### config.mk
export PLATFORM = sky130hd
export DESIGN_NAME = apb_rev_b_master_arb_flat
export DESIGN_NICKNAME = d
export VERILOG_FILES = /design/src/rtl/apb_rev_b_master_arb_pkg.sv /design/src/rtl/apb_rev_b_master_arb_if.sv /design/src/rtl/apb_rev_b_master_arb_rr_arbiter.sv /design/src/rtl/apb_rev_b_master_arb.sv /design/src/flat_wrapper.sv
export SDC_FILE = /design/constraint.sdc
export NUM_CORES = 1
export LEC_CHECK = 0
export BUFFER_PORTS_ARGS = -buffer_cell sky130_fd_sc_hd__buf_2
export CORE_AREA = 2 2 157 159
export DETAILED_ROUTE_END_ITERATION = 16
export DIE_AREA = 0 0 159 161
export GPL_TIMING_DRIVEN = 0
export PLACE_DENSITY = 0.62
export RECOVER_POWER = 25
export SLEW_MARGIN = 20
export SYNTH_ARGS = -nofsm -noshare
export SYNTH_HDL_FRONTEND = slang
export SYNTH_HIERARCHICAL = 1
export SYNTH_SLANG_ARGS = --single-unit
### constraint.sdc
create_clock -name pclk -period 3.3 [get_ports pclk]
set_clock_uncertainty 0.05 [all_clocks]
set_input_delay 0 -clock pclk [delete_from_list [all_inputs] [get_ports pclk]]
set_output_delay 0 -clock pclk [all_outputs]
set_load 0.1 [all_outputs]
### src/rtl/apb_rev_b_master_arb_pkg.sv
// Shared types for the APB rev B master arbiter: FSM state encoding and
// default bus widths.
package apb_pkg;

    typedef enum logic [1:0] {
        APB_IDLE   = 2'd0,
        APB_SETUP  = 2'd1,
        APB_ACCESS = 2'd2
    } apb_state_e;

    localparam int APB_AW = 32;
    localparam int APB_DW = 32;

endpackage

### src/rtl/apb_rev_b_master_arb_if.sv
// APB rev B bus bundle (no pprot/pstrb). The master drives address/control,
// and the slave returns ready, read data and error.
interface apb_rev_b_if #(
    parameter int AW = apb_pkg::APB_AW,
    parameter int DW = apb_pkg::APB_DW
) ();

    logic [AW-1:0] paddr;
    logic          pselx;
    logic          penable;
    logic          pwrite;
    logic [DW-1:0] pwdata;
    logic          pready;
    logic [DW-1:0] prdata;
    logic          pslverr;

    modport master (
        output paddr, pselx, penable, pwrite, pwdata,
        input  pready, prdata, pslverr
    );

    modport slave (
        input  paddr, pselx, penable, pwrite, pwdata,
        output pready, prdata, pslverr
    );

endinterface

### src/rtl/apb_rev_b_master_arb_rr_arbiter.sv
// Round-robin arbiter. Priority starts one past the last winner and wraps.
// The pointer moves only when the caller accepts the grant.
module apb_rr_arbiter #(
    parameter int NREQ = 4
) (
    input  logic                    pclk,
    input  logic                    preset,
    input  logic [NREQ-1:0]         req,
    input  logic                    advance,
    output logic [NREQ-1:0]         grant,
    output logic [$clog2(NREQ)-1:0] grant_idx,
    output logic                    any_req
);
    localparam int PW = $clog2(NREQ);

    logic [PW-1:0] ptr_q;
    logic [PW-1:0] ptr_d;
    logic [PW-1:0] cand;

    always_comb begin
        grant_idx = '0;
        cand      = '0;
        // Scan from the lowest-priority slot back toward ptr+1 so the nearest request is kept
        for (int i = NREQ; i >= 1; i--) begin
            cand = PW'((int'(ptr_q) + i) % NREQ);
            if (req[cand]) begin
                grant_idx = cand;
            end
        end
        any_req = |req;
        grant   = any_req ? (NREQ'(1) << grant_idx) : '0;
        ptr_d   = advance ? grant_idx : ptr_q;
    end

    always_ff @(posedge pclk or posedge preset) begin
        if (preset) begin
            ptr_q <= PW'(NREQ - 1);
        end else begin
            ptr_q <= ptr_d;
        end
    end

endmodule

### src/rtl/apb_rev_b_master_arb.sv
// Shares one APB rev B master port among NREQ requesters. It has a round-robin
// grant, an IDLE/SETUP/ACCESS sequencer, and an optional hung-slave timeout.
module apb_rev_b_master_arb
    import apb_pkg::*;
#(
    parameter int NREQ    = 4,
    parameter int AW      = APB_AW,
    parameter int DW      = APB_DW,
    parameter int TIMEOUT = 256
) (
    input  logic               pclk,
    input  logic               preset,
    input  logic [NREQ-1:0]    req_valid,
    output logic [NREQ-1:0]    req_ready,
    input  logic [NREQ*AW-1:0] req_addr,
    input  logic [NREQ-1:0]    req_write,
    input  logic [NREQ*DW-1:0] req_wdata,
    output logic [NREQ-1:0]    rsp_valid,
    output logic [DW-1:0]      rsp_rdata,
    output logic               rsp_err,
    apb_rev_b_if.master        apb
);
    localparam int PW = $clog2(NREQ);
    localparam int CW = (TIMEOUT > 0) ? $clog2(TIMEOUT + 1) : 1;
    localparam logic [CW-1:0] CNT_LAST = (TIMEOUT > 0) ? CW'(TIMEOUT - 1) : '0;

    logic [AW-1:0] addr_arr  [NREQ];
    logic [DW-1:0] wdata_arr [NREQ];

    for (genvar gi = 0; gi < NREQ; gi++) begin : g_unpack
        assign addr_arr[gi]  = req_addr[gi*AW +: AW];
        assign wdata_arr[gi] = req_wdata[gi*DW +: DW];
    end

    logic [NREQ-1:0] grant;
    logic [PW-1:0]   grant_idx;
    logic            any_req;
    logic            handshake;

    apb_state_e      state_q,     state_d;
    logic [AW-1:0]   paddr_q,     paddr_d;
    logic [DW-1:0]   pwdata_q,    pwdata_d;
    logic            pwrite_q,    pwrite_d;
    logic            psel_q,      psel_d;
    logic            penable_q,   penable_d;
    logic [PW-1:0]   owner_q,     owner_d;
    logic [CW-1:0]   cnt_q,       cnt_d;
    logic [NREQ-1:0] rsp_valid_q, rsp_valid_d;
    logic [DW-1:0]   rsp_rdata_q, rsp_rdata_d;
    logic            rsp_err_q,   rsp_err_d;

    apb_rr_arbiter #(.NREQ(NREQ)) u_arb (
        .pclk      (pclk),
        .preset    (preset),
        .req       (req_valid),
        .advance   (handshake),
        .grant     (grant),
        .grant_idx (grant_idx),
        .any_req   (any_req)
    );

    assign handshake = (state_q == APB_IDLE) && any_req;
    assign req_ready = (state_q == APB_IDLE) ? grant : '0;

    always_comb begin
        state_d     = state_q;
        paddr_d     = paddr_q;
        pwdata_d    = pwdata_q;
        pwrite_d    = pwrite_q;
        psel_d      = psel_q;
        penable_d   = penable_q;
        owner_d     = owner_q;
        cnt_d       = cnt_q;
        rsp_valid_d = '0;
        rsp_rdata_d = rsp_rdata_q;
        rsp_err_d   = rsp_err_q;
        case (state_q)
            APB_IDLE: begin
                if (handshake) begin
                    paddr_d   = addr_arr[grant_idx];
                    pwdata_d  = wdata_arr[grant_idx];
                    pwrite_d  = req_write[grant_idx];
                    owner_d   = grant_idx;
                    cnt_d     = '0;
                    psel_d    = 1'b1;
                    penable_d = 1'b0;
                    state_d   = APB_SETUP;
                end
            end
            APB_SETUP: begin
                penable_d = 1'b1;
                state_d   = APB_ACCESS;
            end
            APB_ACCESS: begin
                // pready is tested first so a reply on the limit cycle still counts as real
                if (apb.pready || ((TIMEOUT > 0) && (cnt_q == CNT_LAST))) begin
                    rsp_valid_d          = '0;
                    rsp_valid_d[owner_q] = 1'b1;
                    rsp_rdata_d          = (apb.pready && !pwrite_q) ? apb.prdata : '0;
                    rsp_err_d            = apb.pready ? apb.pslverr : 1'b1;
                    psel_d               = 1'b0;
                    penable_d            = 1'b0;
                    state_d              = APB_IDLE;
                end else if (TIMEOUT > 0) begin
                    cnt_d = cnt_q + 1'b1;
                end
            end
            default: begin
                psel_d    = 1'b0;
                penable_d = 1'b0;
                state_d   = APB_IDLE;
            end
        endcase
    end

    always_ff @(posedge pclk or posedge preset) begin
        if (preset) begin
            state_q     <= APB_IDLE;
            paddr_q     <= '0;
            pwdata_q    <= '0;
            pwrite_q    <= 1'b0;
            psel_q      <= 1'b0;
            penable_q   <= 1'b0;
            owner_q     <= '0;
            cnt_q       <= '0;
            rsp_valid_q <= '0;
            rsp_rdata_q <= '0;
            rsp_err_q   <= 1'b0;
        end else begin
            state_q     <= state_d;
            paddr_q     <= paddr_d;
            pwdata_q    <= pwdata_d;
            pwrite_q    <= pwrite_d;
            psel_q      <= psel_d;
            penable_q   <= penable_d;
            owner_q     <= owner_d;
            cnt_q       <= cnt_d;
            rsp_valid_q <= rsp_valid_d;
            rsp_rdata_q <= rsp_rdata_d;
            rsp_err_q   <= rsp_err_d;
        end
    end

    assign apb.paddr   = paddr_q;
    assign apb.pwdata  = pwdata_q;
    assign apb.pwrite  = pwrite_q;
    assign apb.pselx   = psel_q;
    assign apb.penable = penable_q;
    assign rsp_valid   = rsp_valid_q;
    assign rsp_rdata   = rsp_rdata_q;
    assign rsp_err     = rsp_err_q;

endmodule

### src/flat_wrapper.sv
// flat-port wrapper written by rule: the top's interface ports become plain ports
module apb_rev_b_master_arb_flat import apb_pkg::*;
#(
    parameter int NREQ    = 4,
    parameter int AW      = APB_AW,
    parameter int DW      = APB_DW,
    parameter int TIMEOUT = 256
)
  (pclk, preset, req_valid, req_ready, req_addr, req_write, req_wdata, rsp_valid, rsp_rdata, rsp_err, apb_paddr, apb_pselx, apb_penable, apb_pwrite, apb_pwdata, apb_pready, apb_prdata, apb_pslverr);
  apb_rev_b_if #(.AW(AW), .DW(DW)) apb_i ();
  input  logic pclk;
  input  logic preset;
  input  logic [NREQ-1:0] req_valid;
  output logic [NREQ-1:0] req_ready;
  input  logic [NREQ*AW-1:0] req_addr;
  input  logic [NREQ-1:0] req_write;
  input  logic [NREQ*DW-1:0] req_wdata;
  output logic [NREQ-1:0] rsp_valid;
  output logic [DW-1:0] rsp_rdata;
  output logic rsp_err;
  output wire logic [$bits(apb_i.paddr)-1:0] apb_paddr;
  output wire logic [$bits(apb_i.pselx)-1:0] apb_pselx;
  output wire logic [$bits(apb_i.penable)-1:0] apb_penable;
  output wire logic [$bits(apb_i.pwrite)-1:0] apb_pwrite;
  output wire logic [$bits(apb_i.pwdata)-1:0] apb_pwdata;
  input wire logic [$bits(apb_i.pready)-1:0] apb_pready;
  input wire logic [$bits(apb_i.prdata)-1:0] apb_prdata;
  input wire logic [$bits(apb_i.pslverr)-1:0] apb_pslverr;
  assign apb_paddr = apb_i.paddr;
  assign apb_pselx = apb_i.pselx;
  assign apb_penable = apb_i.penable;
  assign apb_pwrite = apb_i.pwrite;
  assign apb_pwdata = apb_i.pwdata;
  assign apb_i.pready = apb_pready;
  assign apb_i.prdata = apb_prdata;
  assign apb_i.pslverr = apb_pslverr;
  apb_rev_b_master_arb #(.NREQ(NREQ), .AW(AW), .DW(DW), .TIMEOUT(TIMEOUT)) u_core (.pclk(pclk), .preset(preset), .req_valid(req_valid), .req_ready(req_ready), .req_addr(req_addr), .req_write(req_write), .req_wdata(req_wdata), .rsp_valid(rsp_valid), .rsp_rdata(rsp_rdata), .rsp_err(rsp_err), .apb(apb_i));
endmodule
---- Yosys cells after proc, flatten, opt, wreduce, memory -nomap -nowiden ----
Index checks and enable logic that the tools add are counted.
word-level totals
  bits in registers ....................... 119
  logic and storage cells ................. 86
operators by class
  $add $sub $neg .......................... 5
  order comparisons ....................... 8
  equal/unequal tests ..................... 6
  shifts and indexed selects .............. 1
  multiplexer cells ....................... 39
  bitwise logic cells ..................... 2
  reductions and logical operators ........ 13
operators with widths
  kind                                                        count
  2-to-1 mux 32 bit                                           5
  binary-select mux 32 bit (select 2 bit)                     2
  less-than comparator 2 x 3 -> 1 bit, second input constant  6
  2-to-1 mux 9 bit                                            2
  case mux 9 bit (2 select lines)                             1
  2-to-1 mux 4 bit                                            4
  2-to-1 mux 2 bit                                            6
  binary-select mux 1 bit (select 2 bit)                      5
  2-to-1 mux 1 bit                                            10
  adder 9 x 1 -> 9 bit, second input constant                 1
  equality test 9 x 8 -> 1 bit, second input constant         1
  case mux 1 bit (3 select lines)                             2
  case mux 2 bit (3 select lines)                             1
  AND reduction 2 bit                                         3
  AND reduction 3 bit                                         2
  adder 2 x 1 -> 2 bit, second input constant                 2
  adder 2 bit, second input constant                          2
  != test 2 bit, second input constant                        2
  OR reduction 4 bit                                          1
  left shift 1 x 2 -> 4 bit, first input constant             1
  greater-or-equal comparator 3 bit, second input constant    1
  logical AND 1 bit                                           3
  inverter 2 -> 3 bit                                         1
  demux 1 bit (select 2 bit)                                  1
  9 further kinds                                             9

---- Depth between registers and ports, before layout ----
Gate-level depths: netlist (run 1).
  depth after elaboration ................. 11
  gate-level depth with buffers ........... 9
  depth with buffers taken out ............ 7

---- Modules after synthesis ----
Netlist (run 1), hierarchy kept.
modules (own cells, without submodules)
  module                times used  cells each  area each (um^2)
  apb_rev_b_master_arb  1           590         6202.2
  apb_rr_arbiter        1           24          212.7

---- Worst setup path after synthesis (run 1) ----
OpenSTA, ideal clock, no wires.
  path kind ............................... reg2reg
  start point ............................. register u_core.state_q[1]
  end point ............................... register u_core.cnt_q[6]
  library setup time ...................... 0.079 ns
  arrival time ............................ 2.230 ns
  slack ................................... 0.941 ns
  stages on the path, launching flop included .. 5
  path buffers ............................ 1
  period minus slack after synthesis ...... 2.359 ns
  cells stage by stage .................... dfrtp_1 > or4b_1 > buf_2 > or4_1 > a21oi_1
on the way
  longest elaborated chain between the ends .. 4
  elaborated cells on any way between the ends .. 8
  those cells by class .................... eq/ne (3); mux (1); reduce/logical (4)
RTL lines
  element                               RTL line                                                source
  start: declaration                    apb_rev_b_master_arb.sv:40                              apb_state_e state_q, state_d;
  start signal: assignment              apb_rev_b_master_arb.sv:130                             state_q <= state_d;
  zero test 2 bit                       apb_rev_b_master_arb.sv:62, apb_rev_b_master_arb.sv:77
  logical AND 1 bit                     apb_rev_b_master_arb.sv:62                              assign handshake = (state_q == APB_IDLE) && any_req;
  != test 2 bit (no source line)        n/a
  AND reduction 3 bit (no source line)  n/a
  end signal: assignment                apb_rev_b_master_arb.sv:137                             cnt_q <= cnt_d;
  end: declaration                      apb_rev_b_master_arb.sv:47                              logic [CW-1:0] cnt_q, cnt_d;
Parallel ways exist; a longest one is shown, timed or not.
A chain may end at the register's enable or synchronous reset.

---- Worst setup path in the final report (run 1) ----
  start point ............................. register u_core.u_arb.ptr_q[0]
  end point ............................... register u_core.pwrite_q, in the netlist u_core/apb.pwrite
on the way
  longest elaborated chain between the ends .. 9
  elaborated cells on any way between the ends .. 18
  those cells by class .................... add/sub (4); mux (14)
RTL lines
  element                                   RTL line                               source
  start: declaration                        apb_rev_b_master_arb_rr_arbiter.sv:16  logic [PW-1:0] ptr_q;
  start signal: assignment                  apb_rev_b_master_arb_rr_arbiter.sv:37  ptr_q <= PW'(NREQ - 1);
  start signal: assignment                  apb_rev_b_master_arb_rr_arbiter.sv:39  ptr_q <= ptr_d;
  adder 2 x 1 -> 2 bit                      apb_rev_b_master_arb_rr_arbiter.sv:25  cand = PW'((int'(ptr_q) + i) % NREQ);
  binary-select mux 1 bit (select 2 bit)    apb_rev_b_master_arb_rr_arbiter.sv:26  if (req[cand]) begin
  2-to-1 mux 1 bit (not written as such)    apb_rev_b_master_arb_rr_arbiter.sv:26
  2-to-1 mux 2 bit (3 in series)            apb_rev_b_master_arb_rr_arbiter.sv:26
  2-to-1 mux 2 bit *                        apb_rev_b_master_arb_rr_arbiter.sv:26
  via u_core.grant_idx[1]                   apb_rev_b_master_arb.sv:36             logic [PW-1:0] grant_idx;
  binary-select mux 1 bit (select 2 bit) *  apb_rev_b_master_arb.sv:82             pwrite_d = req_write[grant_idx];
  2-to-1 mux 1 bit (not written as such) *  apb_rev_b_master_arb.sv:82
  end signal: assignment                    apb_rev_b_master_arb.sv:133            pwrite_q <= pwrite_d;
  end: declaration                          apb_rev_b_master_arb.sv:43             logic pwrite_q, pwrite_d;
Mark *: on every way through the listed nets, which the timed path passes. The rest lies on a longest branch. The select of a mux whose other input is x is not followed.

==> results of run 1 <==
==> final timing paths <==
check,start,to,slack [ns]
setup / recovery,u_core/u_arb/ptr_q[0],u_core/apb.pwrite,0.12
hold / removal,req_wdata[38],u_core/apb.pwdata[6],0.02
max in group asynchronous,preset,u_core/apb.pwdata[23],0.89
min in group asynchronous,preset,u_core/u_arb/ptr_q[1],0.11
hold reg to reg,u_core/apb.paddr[15],u_core/apb.paddr[15],0.42
setup reg to reg,u_core/u_arb/ptr_q[0],u_core/apb.pwrite,0.12
==> flip-flops by register name (all words and copies together) (netlist names), 2 cells and up <==
signal / count
u_core/state_q: 2
u_core/apb.paddr: 32
u_core/cnt_q: 9
u_core/rsp_valid: 4
u_core/owner_q: 2
u_core/apb.pwdata: 32
u_core/rsp_rdata: 32
u_core/u_arb/ptr_q: 2
==> critical path, delay by kind of cell (launching register included) <==
family | cells | cell delay (ns)
compound gates | 2 | 0.48
buf+inv | 2 | 1.31
flops | 1 | 0.53
mux | 1 | 0.41
simple gates | 3 | 0.27
==> area by class of cell <==
| class | count | share of cell area, % |
|---|---|---|
| Inverter | 11 | 0.348 |
| Tap cell | 324 | 3.42 |
| Clock inverter | 13 | 1.44 |
| Multi-Input combinational cell | 435 | 27.2 |
| Buffer | 50 | 1.66 |
| Clock buffer | 19 | 3.74 |
| Timing Repair Buffer | 642 | 37.2 |
| Sequential cell | 118 | 24.9 |
| Antenna cell | 5 | 0.106 |
==> report_power, final <==
part	internal [mW]	total (mW)	switching, mW
Combinational	2.06	8.43	6.37
Sequential	2.07	2.43	0.369
Clock	1.22	1.95	0.729
==> cells by family (layout without fill, tap and decap cells) <==
group / count (synthesis) / count (layout) / synth area share, %
other: 0 / 5 / 0
AO/OA/AOI/OAI: 86 / 86 / 8.76
buffers and inverters: 61 / 735 / 3.69
AND/OR/NAND/NOR: 280 / 280 / 17.9
adder cells (fa/ha/maj): 2 / 2 / 0.390
multiplexers: 67 / 67 / 23.2
flip-flops: 118 / 118 / 46.1
==> cell usage in the layout (no fill, tap or decap), drive strengths merged <==
cell type / count
nand2b: 5
or3b: 1
dfstp: 2
clkinvlp: 3
mux4: 65
dlygate4sd3: 234
a31oi: 1
and3: 1
o22ai: 1
bufinv: 3
and2: 6
mux2i: 1
nand2: 239
nor3: 2
buf: 417
a21oi: 7
o31ai: 37
diode: 5
or4: 3
nor4b: 2
mux2: 1
inv: 15
nor4: 2
or4b: 1
nor2b: 1
nand3: 6
nor3b: 1
o32a: 1
or2: 1
ha: 2
dfrtp: 116
a211oi: 1
o211ai: 1
clkbuf: 60
clkinv: 3
nor2: 7
or3: 2
o21ai: 37
==> layer usage <==
| metal | routed length, µm | global-route usage [%] | vias to the layer above | share of wire [%] |
|---|---|---|---|---|
| met4 | 1610 | 12.4 | 4 | 5.4 |
| met2 | 14700 | 39.5 | 451 | 49 |
| met3 | 2270 | 6.14 | 101 | 7.6 |
| li1 | - | - | 3508 | - |
| met1 | 11200 | 26.4 | 3657 | 37 |
| met5 | 23 | 0 | - | 0.077 |
==> repair_timing <==
action / 4_1_cts / 5_1_grt
hold buffers: 234 / 0
resized for setup: 0 / 2
setup endpoints to repair: 0 / 10
endpoints found under the hold margin: 154 / 0
==> metrics.txt, run 1 <==
status=finished with violations; failing checks=max-capacitance violations, max-slew violations; max_cap viols=1; layout cell share with drive strength beyond 1=about two fifths; core area=~24000 µm²; Post-synth ARST share=100%; LEAKAGE=5.82 nW; Multi-input gate area=~3200 µm²; clock transition at the registers of the reported paths=about 0.060 ns; Post-CTS Setup Bufs=0; IO buf count=a little over 400; number of global-route vias before repair=a little over 8000; Num CTS Buffers=17; I/O Pins=around 400; Vias/cell=between 4 and 5; FF/Latch Area=2960 µm²; measured slew at the worst slew-check pin=2.39 ns; cell mode on critical path=nand2_1; Req. time, crit path=~3.5 ns; RSZ-0062 raised after global routing=false; Final WS setup=0.120 ns; first-pass GRT wire length=45100 µm; worst-path cell chain=nand2b_1 -> o22ai_1 -> a31oi_2 -> clkbuf_1 -> mux4_2 -> dlygate4sd3_1 -> nand2_1 -> nand2_1; Fill cells=~2200; die area=25600 µm²; period utilisation layout=a little over nine tenths; crit path max fanout=10; Final Setup Violations=0; max-slew violation count=56; Post-Route Setup TNS=0 ns; worst hold stages=4; R2R cell count=8; Netlist cell types=39; startpoint types=register; Final Hold Fails=0; crit path kind=register to register; clock period minus worst slack=about 3.2 ns; Yosys warning count=6; largest net degree at the start of global routing=62; final net count=roughly 1600; starting density of the core=a little over a quarter; synthesized cell area=around 6400 µm²; Remaining DRCs=0; drt pass-1 iters=5; worst-skew pair later-pin latency=around 0.42 ns; WL final=just under 30000 µm; Synth Instances=a little over 600; register bit total from synthesis=118; Placed Area=between 8000 and 9000 µm²; CTS Buffer Depth=2; largest area contributor in the netlist=dfrtp_1; Seq/Total Area, Yosys=a little under half; main flop type after synthesis=dfrtp_1; clk root buf=clkbuf_16; TritonCTS clock tree=yes; htree depth=4; Crit path arrival time=3.42 ns; Via Count=about 7700; Max stage delay on crit path=approximately 0.72 ns; critical path's slowest cell=clkbuf_1; cell area power density=between 1000 and 1500 nW/µm²; Syn-to-layout area delta=84.8%; final core utilization=49.5%; share of the synthesized area in the top cell type=between 40% and 50%; Rel. slew slack=-59.2%; crit end category=register; Synth area leaders=dfrtp_1 45%, mux4_2 23%, nand2_1 14%; Initial DRC Count=around 610; Syn Nets=between 900 and 1000; count leader, synth=nand2_1; overall power=roughly 13 mW; Post-Layout Inst Area=between 10000 and 15000 µm²; Post-synth EDFFs=0; gr ovfl total=0; DR WL/cell=between 15 and 20 µm; overall global routing resource usage=a little under a quarter; Inst Count DP=around 1300; clk sinks=approximately 120; global placement routability congestion=0.860; f_max=about 0.31 GHz; initial antenna violation count=6; HP Class=primary input to register; Die H=161 µm; final antenna-violating net count=0; syn_area_per_cell=between 10 and 15 µm²; most frequent cells after synthesis=239 x nand2_1, 116 x dfrtp_1, 65 x mux4_2; Die X-Extent=between 150 and 200 µm; DPL Wire Length=around 21000 µm; final cell count without fillers=about 1600; worst vdd rail ir drop=0.000884 V; Cell Rows=between 50 and 60; Hold Slack=0.0169 ns; DP Worst Slack=roughly 0.18 ns
Power figures use the tool's default switching activity.
==> run 2: changes to the inputs <==
- CORE_AREA: 2 2 157 159 -> 2 2 160 162
- DIE_AREA: 0 0 159 161 -> 0 0 162 164
- PLACE_DENSITY: 0.62 -> 0.6
- SYNTH_HIERARCHICAL: 1 -> unset
==> run 2 against run 1 <==
Against the previous run: the run still ends with max-capacitance violations, max-slew violations left; die area is 3.8% higher; routed wire length is 5.5% lower; power increased by 3.4%; via count down 2.6%; critical path type unchanged; largest power group unchanged; highest routed layer is now met4.
==> metrics.txt, run 2 <==
Syn-to-layout area delta=86.6%; HP Class=primary input to register; Die X-Extent=162 µm (+1.9%); main flop type after synthesis=dfrtp_1; Cell Rows=58 (+1.8%); Final Hold Fails=0 (unchanged); Rel. slew slack=-52.2% (+7.0 points); final net count=1575 (-0.13%); top layer in use=met4; htree depth=4 (unchanged); max_cap viols=1 (unchanged); failing checks=max-capacitance violations, max-slew violations; layout cell share with drive strength beyond 1=36.9% (-3.7 points); Clock Power Share=14.0% (-1.2 points); Final Setup Violations=0 (unchanged); register bit total from synthesis=118 (unchanged); die area=26600 µm² (+3.8%); clock period minus worst slack=3.16 ns (-0.0196 ns); origin of the worst setup path=u_core.u_arb.ptr_q[1]; startpoint types=register; initial antenna violation count=0 (-6); most frequent cells after synthesis=144 x nand2_1, 131 x mux2i_1, 116 x dfrtp_1; f_max=0.316 GHz (+0.62%); status=finished with violations; R2R cell count=10 (+2); Post-synth ARST share=100% (unchanged); Synth Instances=614 (unchanged); Syn Nets=916 (unchanged); critical path's slowest cell=dfstp_2; Seq pwr share=18.3% (-0.7 points); Post-CTS Setup Bufs=0 (unchanged); clock transition at the registers of the reported paths=0.07 ns (about the same); syn_area_per_cell=10.2 µm² (-1.9%); CTS Buffer Depth=2 (unchanged); IO buf count=407 (unchanged); Num CTS Buffers=17 (unchanged); TritonCTS clock tree=yes; final core utilization=47.3% (-2.2 points); Met3 Wirelength=1940 µm (-15%); worst-skew pair later-pin latency=0.41 ns (about the same); final antenna-violating net count=0 (unchanged); number of global-route vias before repair=7870 (-4.3%); Placed Area=8770 µm² (-1.3%); worst-path cell chain=nand2b_1 -> a21oi_1 -> o221ai_2 -> buf_6 -> buf_12 -> buf_12 -> mux2i_1 -> dlygate4sd3_1 -> o221ai_1 -> dlygate4sd3_1; drt pass-1 iters=5 (unchanged); Via Count=7517 (-2.6%); commonest non-fill, non-tap cell in the layout=buf_2; Yosys warning count=0 (-6); crit path kind=register to register; cell area power density=1130 nW/µm² (+4.4%); Max stage delay on crit path=0.59 ns (-0.13 ns); period utilisation layout=95.8% (-0.59 points); max-slew violation count=56 (unchanged); Gate power share=67.8% (+2.0 points); gr ovfl total=0 (unchanged); Int Power=5.89 mW (+10%); Levels on crit path=10 (+2); Hold Slack=0.0552 ns (+0.0383 ns); Synth area leaders=dfrtp_1 46%, mux2i_1 21%, o221ai_1 9.0%; clk root buf=clkbuf_16; Vias/cell=4.65 (-2.6%); family with the most delay on the worst path=buffers and inverters; switching power total=7.36 mW (-1.5%); buffers plus inverters on the worst setup path=5 (+3); wl on met1=11100 µm (-0.18%); RR Endpoint=u_core.apb.paddr[0]; Netlist cell types=37 (-5.1%); share of the synthesized area in the top cell type=46.1% (+0.89 points); DR WL/cell=17.4 µm (-5.5%); Crit path arrival time=3.39 ns (-0.03 ns); worst vdd rail ir drop=0.000941 V (+6.5%); RSZ-0062 raised after global routing=true; Initial DRC Count=365 (-40%); Seq/Total Area, Yosys=47.0% (+0.91 points); Post-Layout Inst Area=11700 µm² (-0.95%); Req. time, crit path=3.53 ns (about the same); Remaining DRCs=0 (unchanged); r2r startpoint=u_core.u_arb.ptr_q[1]; I/O Pins=408 (unchanged); measured slew at the worst slew-check pin=2.28 ns (-0.102 ns); most frequent cells in the layout=420 x buf_2, 218 x dlygate4sd3_1, 144 x nand2_1; clk sinks=118 (unchanged); crit path max fanout=10 (unchanged); first-pass GRT wire length=42000 µm (-6.8%); overall global routing resource usage=20.6% (-2.4 points); largest net degree at the start of global routing=64 (+3.2%); count leader, synth=nand2_1; DPL Wire Length=19400 µm (-7.6%); crit path to=u_core.apb.paddr[0]; LEAKAGE=6.31 nW (+8.4%); global placement routability congestion=0.797 (-7.4%); switching part of the total=55.5% (-2.7 points); Post-synth EDFFs=0 (unchanged); starting density of the core=25.3% (-1.4 points); synthesized cell area=6290 µm² (-1.9%); r2r setup slk=0.14 ns (+0.02 ns); Die H=164 µm (+1.9%); largest area contributor in the netlist=dfrtp_1; overall power=13.2 mW (+3.4%); Ant. Diodes=0 (-5); crit end category=register; WL final=28100 µm (-5.5%); total length of routed met2 wires=14500 µm (-1.9%); core area=24800 µm² (+3.6%)
==> run 2: cell types whose count changed after synthesis, sizes merged, moves of 6 or more <==
cell	before	now
and2	6	0
buf	11	24
mux4	65	0
clkbuf	39	25
nor2	7	22
a21oi	7	1
nand3	6	34
o31ai	37	0
nand2	239	146
o221ai	0	66
o21ai	37	8
mux2i	1	131
==> run 2: final cells by class <==
| type | count | area [µm²] |
|---|---|---|
| plain buffers | 49 | 339 |
| multi-input cells | 441 | 3000 |
| clock inverters | 14 | 153 |
| well taps | 330 | 413 |
| fillers | 2360 | 13100 |
| clock buffers | 18 | 429 |
| flip-flops and latches | 118 | 2960 |
| inverters | 6 | 25.0 |
| repair buffers | 640 | 4420 |
==> run 2: layer usage <==
metal  track usage [%]  vias up
met2              37.0      338
li1                  -     3547
met5                 0        -
met3              5.03       41
met4              6.48        0
met1              24.1     3591
==> run 2: per-stage QoR <==
stage          cells  TNS, ns  setup WS [ns]
4_1_cts         1616        0         0.0641
3_5_place_dp    1352        0          0.923
2_1_floorplan    614        0          0.124
3_3_place_gp    1351  -176.54          -1.53
6_report        1616        0          0.139
5_1_grt         1616  -0.0212        -0.0212
==> run 2: logic make-up (layout without fill, tap and decap cells) <==
kind of cell / count (synthesis) / after routing / synth area share [%]
simple gates: 222 / 222 / 14.9
flops: 118 / 118 / 47.0
fa+ha+maj: 2 / 2 / 0.398
mux: 131 / 131 / 20.8
compound gates: 80 / 80 / 10.7
xor+xnor: 6 / 6 / 0.835
buf+inv: 55 / 727 / 5.33
==> run 2: how the worst min path moves through the flow <==
stage | from | end | slack (ns) | cells past startpoint
2_1_floorplan | apb_pready | u_core.rsp_err | 0.05 | 1
3_3_place_gp | apb_prdata[4] | u_core.rsp_rdata[4] | 0.17 | 3
3_5_place_dp | preset | u_core.apb.pwdata[27] | 0.05 | 2
4_1_cts | req_valid[2] | u_core.apb.pselx | 0.07 | 5
5_1_grt | req_wdata[31] | u_core.apb.pwdata[31] | 0.08 | 4
6_report | req_addr[9] | u_core.apb.paddr[9] | 0.06 | 4
==> run 2: worst reg2reg max path: cells and delay by family, from the launching register on <==
family          cells  cell delay [ns]
compound gates      3             0.37
simple gates        1             0.12
buf+inv             5             1.72
flops               1             0.59
mux                 1             0.18
==> run 2: power groups by stage <==
stage	Sequential, mW	Clock, mW	Combinational [mW]
4_1_cts	2.40	1.90	8.85
6_report	2.42	1.85	8.98
3_3_place_gp	2.41	0	7.56
2_1_floorplan	6.18	0	2.19
5_1_grt	2.49	1.96	9.40
3_5_place_dp	2.41	0	7.62
==> run 2: timing repair <==
action,in CTS,in global routing
hold buffers,232,0
endpoints found under the setup margin,0,44
endpoints found under the hold margin,154,0
gates resized for setup,0,22
==> run 3: changes to the inputs <==
- SETUP_SLACK_MARGIN: unset -> 0.5
- SLEW_MARGIN: 20 -> unset
==> run 3 against run 2 <==
Against the previous run: the flow now stops in 4_1_cts; synthesized area did not move; synthesized cell count did not move.
==> metrics.txt, run 3 <==
status=stopped before the end; Stopped at=4_1_cts; Err=[ERROR RSZ-0060] Max buffer count reached.; clk sinks=118 (unchanged); Cell Rows=58 (unchanged); htree depth=4 (unchanged); Die X-Extent=162 µm (unchanged); syn_area_per_cell=10.2 µm² (unchanged); largest area contributor in the netlist=dfrtp_1; most frequent cells after synthesis=144 x nand2_1, 131 x mux2i_1, 116 x dfrtp_1; register bit total from synthesis=118 (unchanged); share of the synthesized area in the top cell type=46.1% (unchanged); Synth Instances=614 (unchanged); Die H=164 µm (unchanged); count leader, synth=nand2_1; CTS Hold Bufs=278 (+20%); clk root buf=clkbuf_16; main flop type after synthesis=dfrtp_1; I/O Pins=408 (unchanged); synthesized cell area=6290 µm² (unchanged); CTS Buffer Depth=2 (unchanged); Yosys warning count=0 (unchanged); DPL Wire Length=19500 µm (+0.48%); IO buf count=407 (unchanged); Syn Nets=916 (unchanged); global placement routability congestion=0.818 (+2.6%); CTS resizes=0 (unchanged); starting density of the core=25.3% (unchanged); Netlist cell types=37 (unchanged); Post-CTS Setup Bufs=0 (unchanged); Num CTS Buffers=17 (unchanged); Post-synth EDFFs=0 (unchanged); Synth area leaders=dfrtp_1 46%, mux2i_1 21%, o221ai_1 9.0%; Seq/Total Area, Yosys=47.0% (unchanged); Post-synth ARST share=100% (unchanged)
run 3: cell counts after synthesis:
Identical to the previous run, type by type.
run 3: cell families after synthesis:
group | share of synthesized area [%]
AOI/OAI and AO/OA | 10.7
xor gates and xnor gates | 0.835
adders and majority gates | 0.398
buffers and inverters | 5.33
DFF | 47.0
muxes | 20.8
and+or+nand+nor | 14.9
run 3: stage by stage:
step | hold slack [ns] | setup WS, ns | area (µm²) | util, % | std cells
2_1_floorplan | 0.0461 | 0.707 | 6300 | - | 614
3_3_place_gp | 0.171 | 0.861 | 8750 | 35.3 | 1351
3_5_place_dp | -0.0112 | 0.861 | 8810 | 35.5 | 1354
==> run 4: changes to the inputs <==
- CORE_AREA: 2 2 160 162 -> 2 2 157 159
- DIE_AREA: 0 0 162 164 -> 0 0 159 161
- PLACE_DENSITY: 0.6 -> unset
- PLACE_DENSITY_LB_ADDON: unset -> 0.15
- SETUP_SLACK_MARGIN: 0.5 -> unset
- clock period: 3.3 -> 4.29 ns (I/O delays scaled with it)
==> run 4 against run 3 <==
Against the previous run: the flow now finishes, with violations (max-capacitance violations, max-slew violations).
==> metrics.txt, run 4 (synthesized netlist as in run 2, its figures left out) <==
Cell Rows=57 (-1.7%); Crit path arrival time=about 3.4 ns; final antenna-violating net count=0; clock period minus worst slack=approximately 3.2 ns; DR WL/cell=between 15 and 20 µm; Seq pwr share=between 15 and 20%; crit path kind=register to register; cell area power density=between 800 and 900 nW/µm²; Final Hold Fails=0; gr ovfl total=0; WL final=between 20000 and 30000 µm; overall power=roughly 10 mW; number of global-route vias before repair=a little under 8000; crit path max fanout=10; f_max=roughly 0.31 GHz; Final WS setup=1.08 ns; period utilisation layout=between 70% and 80%; Final Setup Violations=0; Vias/cell=approximately 4.5; Post-CTS Setup Bufs=0 (unchanged); I/O Pins=408 (unchanged); failing checks=max-capacitance violations, max-slew violations; status=finished with violations; worst vdd rail ir drop=between 0.0005 and 0.0006 V; first-pass GRT wire length=a little over 40000 µm; Post-Route Setup TNS=0 ns; family with the most delay on the worst path=buffers and inverters; Ant. Diodes=0; switching part of the total=55.7%; Num CTS Buffers=17 (unchanged); LEAKAGE=approximately 6.1 nW; die area=25600 µm²; htree depth=4 (unchanged); Fill cells=2348; Rel. slew slack=-57.7%; clk sinks=118 (unchanged); DPL Wire Length=18500 µm (-5.0%); FF/Latch Area=2960 µm²; Syn-to-layout area delta=85.0%; cell mode on critical path=dlygate4sd3_1; crit end category=register; Int Power=roughly 4.4 mW; r2r startpoint=u_core.u_arb.ptr_q[1]; TritonCTS clock tree=yes; Multi-input gate area=3000 µm²; worst-path cell chain=nand2b_1 -> a21oi_1 -> o221ai_2 -> buf_4 -> buf_12 -> buf_8 -> mux2i_1 -> dlygate4sd3_1 -> o221ai_1 -> dlygate4sd3_1; drt pass-1 iters=4; CTS resizes=0 (unchanged); measured slew at the worst slew-check pin=2.35 ns; global placement routability congestion=0.841 (+2.8%); commonest non-fill, non-tap cell in the layout=buf_2; Max stage delay on crit path=0.58 ns; Remaining DRCs=0; Gate power share=between 60% and 70%; Req. time, crit path=between 4 and 5 ns; max-slew violation count=slightly below 50; clock transition at the registers of the reported paths=~0.06 ns; most frequent cells in the layout=419 x buf_2, 231 x dlygate4sd3_1, 144 x nand2_1; Via Count=about 7300; initial antenna violation count=1; final net count=1574; largest net degree at the start of global routing=approximately 70; clk root buf=clkbuf_16; overall global routing resource usage=20.3%; buffers plus inverters on the worst setup path=5; min-delay src=req_valid[2]; switching power total=between 5 and 6 mW; layout cell share with drive strength beyond 1=37.0%; Die H=161 µm (-1.8%); IO buf count=407 (unchanged); Initial DRC Count=338; RSZ-0062 raised after global routing=false; starting density of the core=26.3% (+0.91 points); origin of the worst setup path=u_core.u_arb.ptr_q[1]; startpoint types=register; worst-skew pair later-pin latency=approximately 0.41 ns; core area=approximately 24000 µm²; r2r setup slk=1.08 ns; CTS Buffer Depth=2 (unchanged); DP Worst Slack=1.92 ns (+1.06 ns); HP Class=primary input to register; critical path's slowest cell=dfstp_2; Die X-Extent=159 µm (-1.9%); max_cap viols=1; Clock Power Share=a little over an eighth
[run 4: through the flow]
stage	utilization (%)	std cells	hold slack (ns)	cell area [µm²]
floorplan	-	614	0.0461	6290
global placement	36.4	1345	0.171	8730
detailed placement	36.6	1346	0.0202	8770
CTS	48.6	1609	0.0860	11600
global route	48.6	1609	0.158	11600
finish	48.6	1609	0.106	11600
[run 4: cell type report]
cell class                      count  share of cell area, %
Inverter                            6                  0.226
Timing Repair Buffer              639                   37.6
Sequential cell                   118                   25.4
Buffer                             49                   2.67
Multi-Input combinational cell    441                   25.8
Clock buffer                       18                   3.77
Clock inverter                     14                   1.10
Tap cell                          324                   3.48
[run 4: final timing paths]
kind / to / cells past startpoint
min reg2reg: u_core.rsp_rdata[6] / 2
max in group asynchronous: u_core.u_arb.ptr_q[1] / 4
max reg2reg: u_core.apb.pwdata[13] / 10
max: u_core.apb.pwdata[13] / 10
min: u_core.apb.pselx / 5
min in group asynchronous: u_core.apb.pwdata[27] / 3
[run 4: worst reg2reg max path, delay by kind of cell, from the launching register on]
kind	cells	cell delay [ns]
buf+inv	5	1.76
flops	1	0.58
compound gates	3	0.34
mux	1	0.24
simple gates	1	0.12
[run 4: power by group through the flow]
| stage | combinational [mW] | sequential [mW] | clock (mW) |
|---|---|---|---|
| global route | 7.18 | 1.89 | 1.47 |
| detailed placement | 5.84 | 1.84 | 0 |
| floorplan | 1.69 | 4.75 | 0 |
| global placement | 5.83 | 1.84 | 0 |
| finish | 6.82 | 1.83 | 1.37 |
| CTS | 6.80 | 1.83 | 1.41 |
[run 4: per-layer routing]
layer	vias up	wire length [µm]	track usage, %
li1	3546	-	-
met1	3460	10600	23.5
met2	253	13500	36.6
met3	44	1420	5.06
met4	2	574	6.86
met5	-	7	0
[run 4: timing repair]
item,CTS,global route
setup endpoints to repair,0,0
hold buffers,231,0
endpoints found under the hold margin,147,0
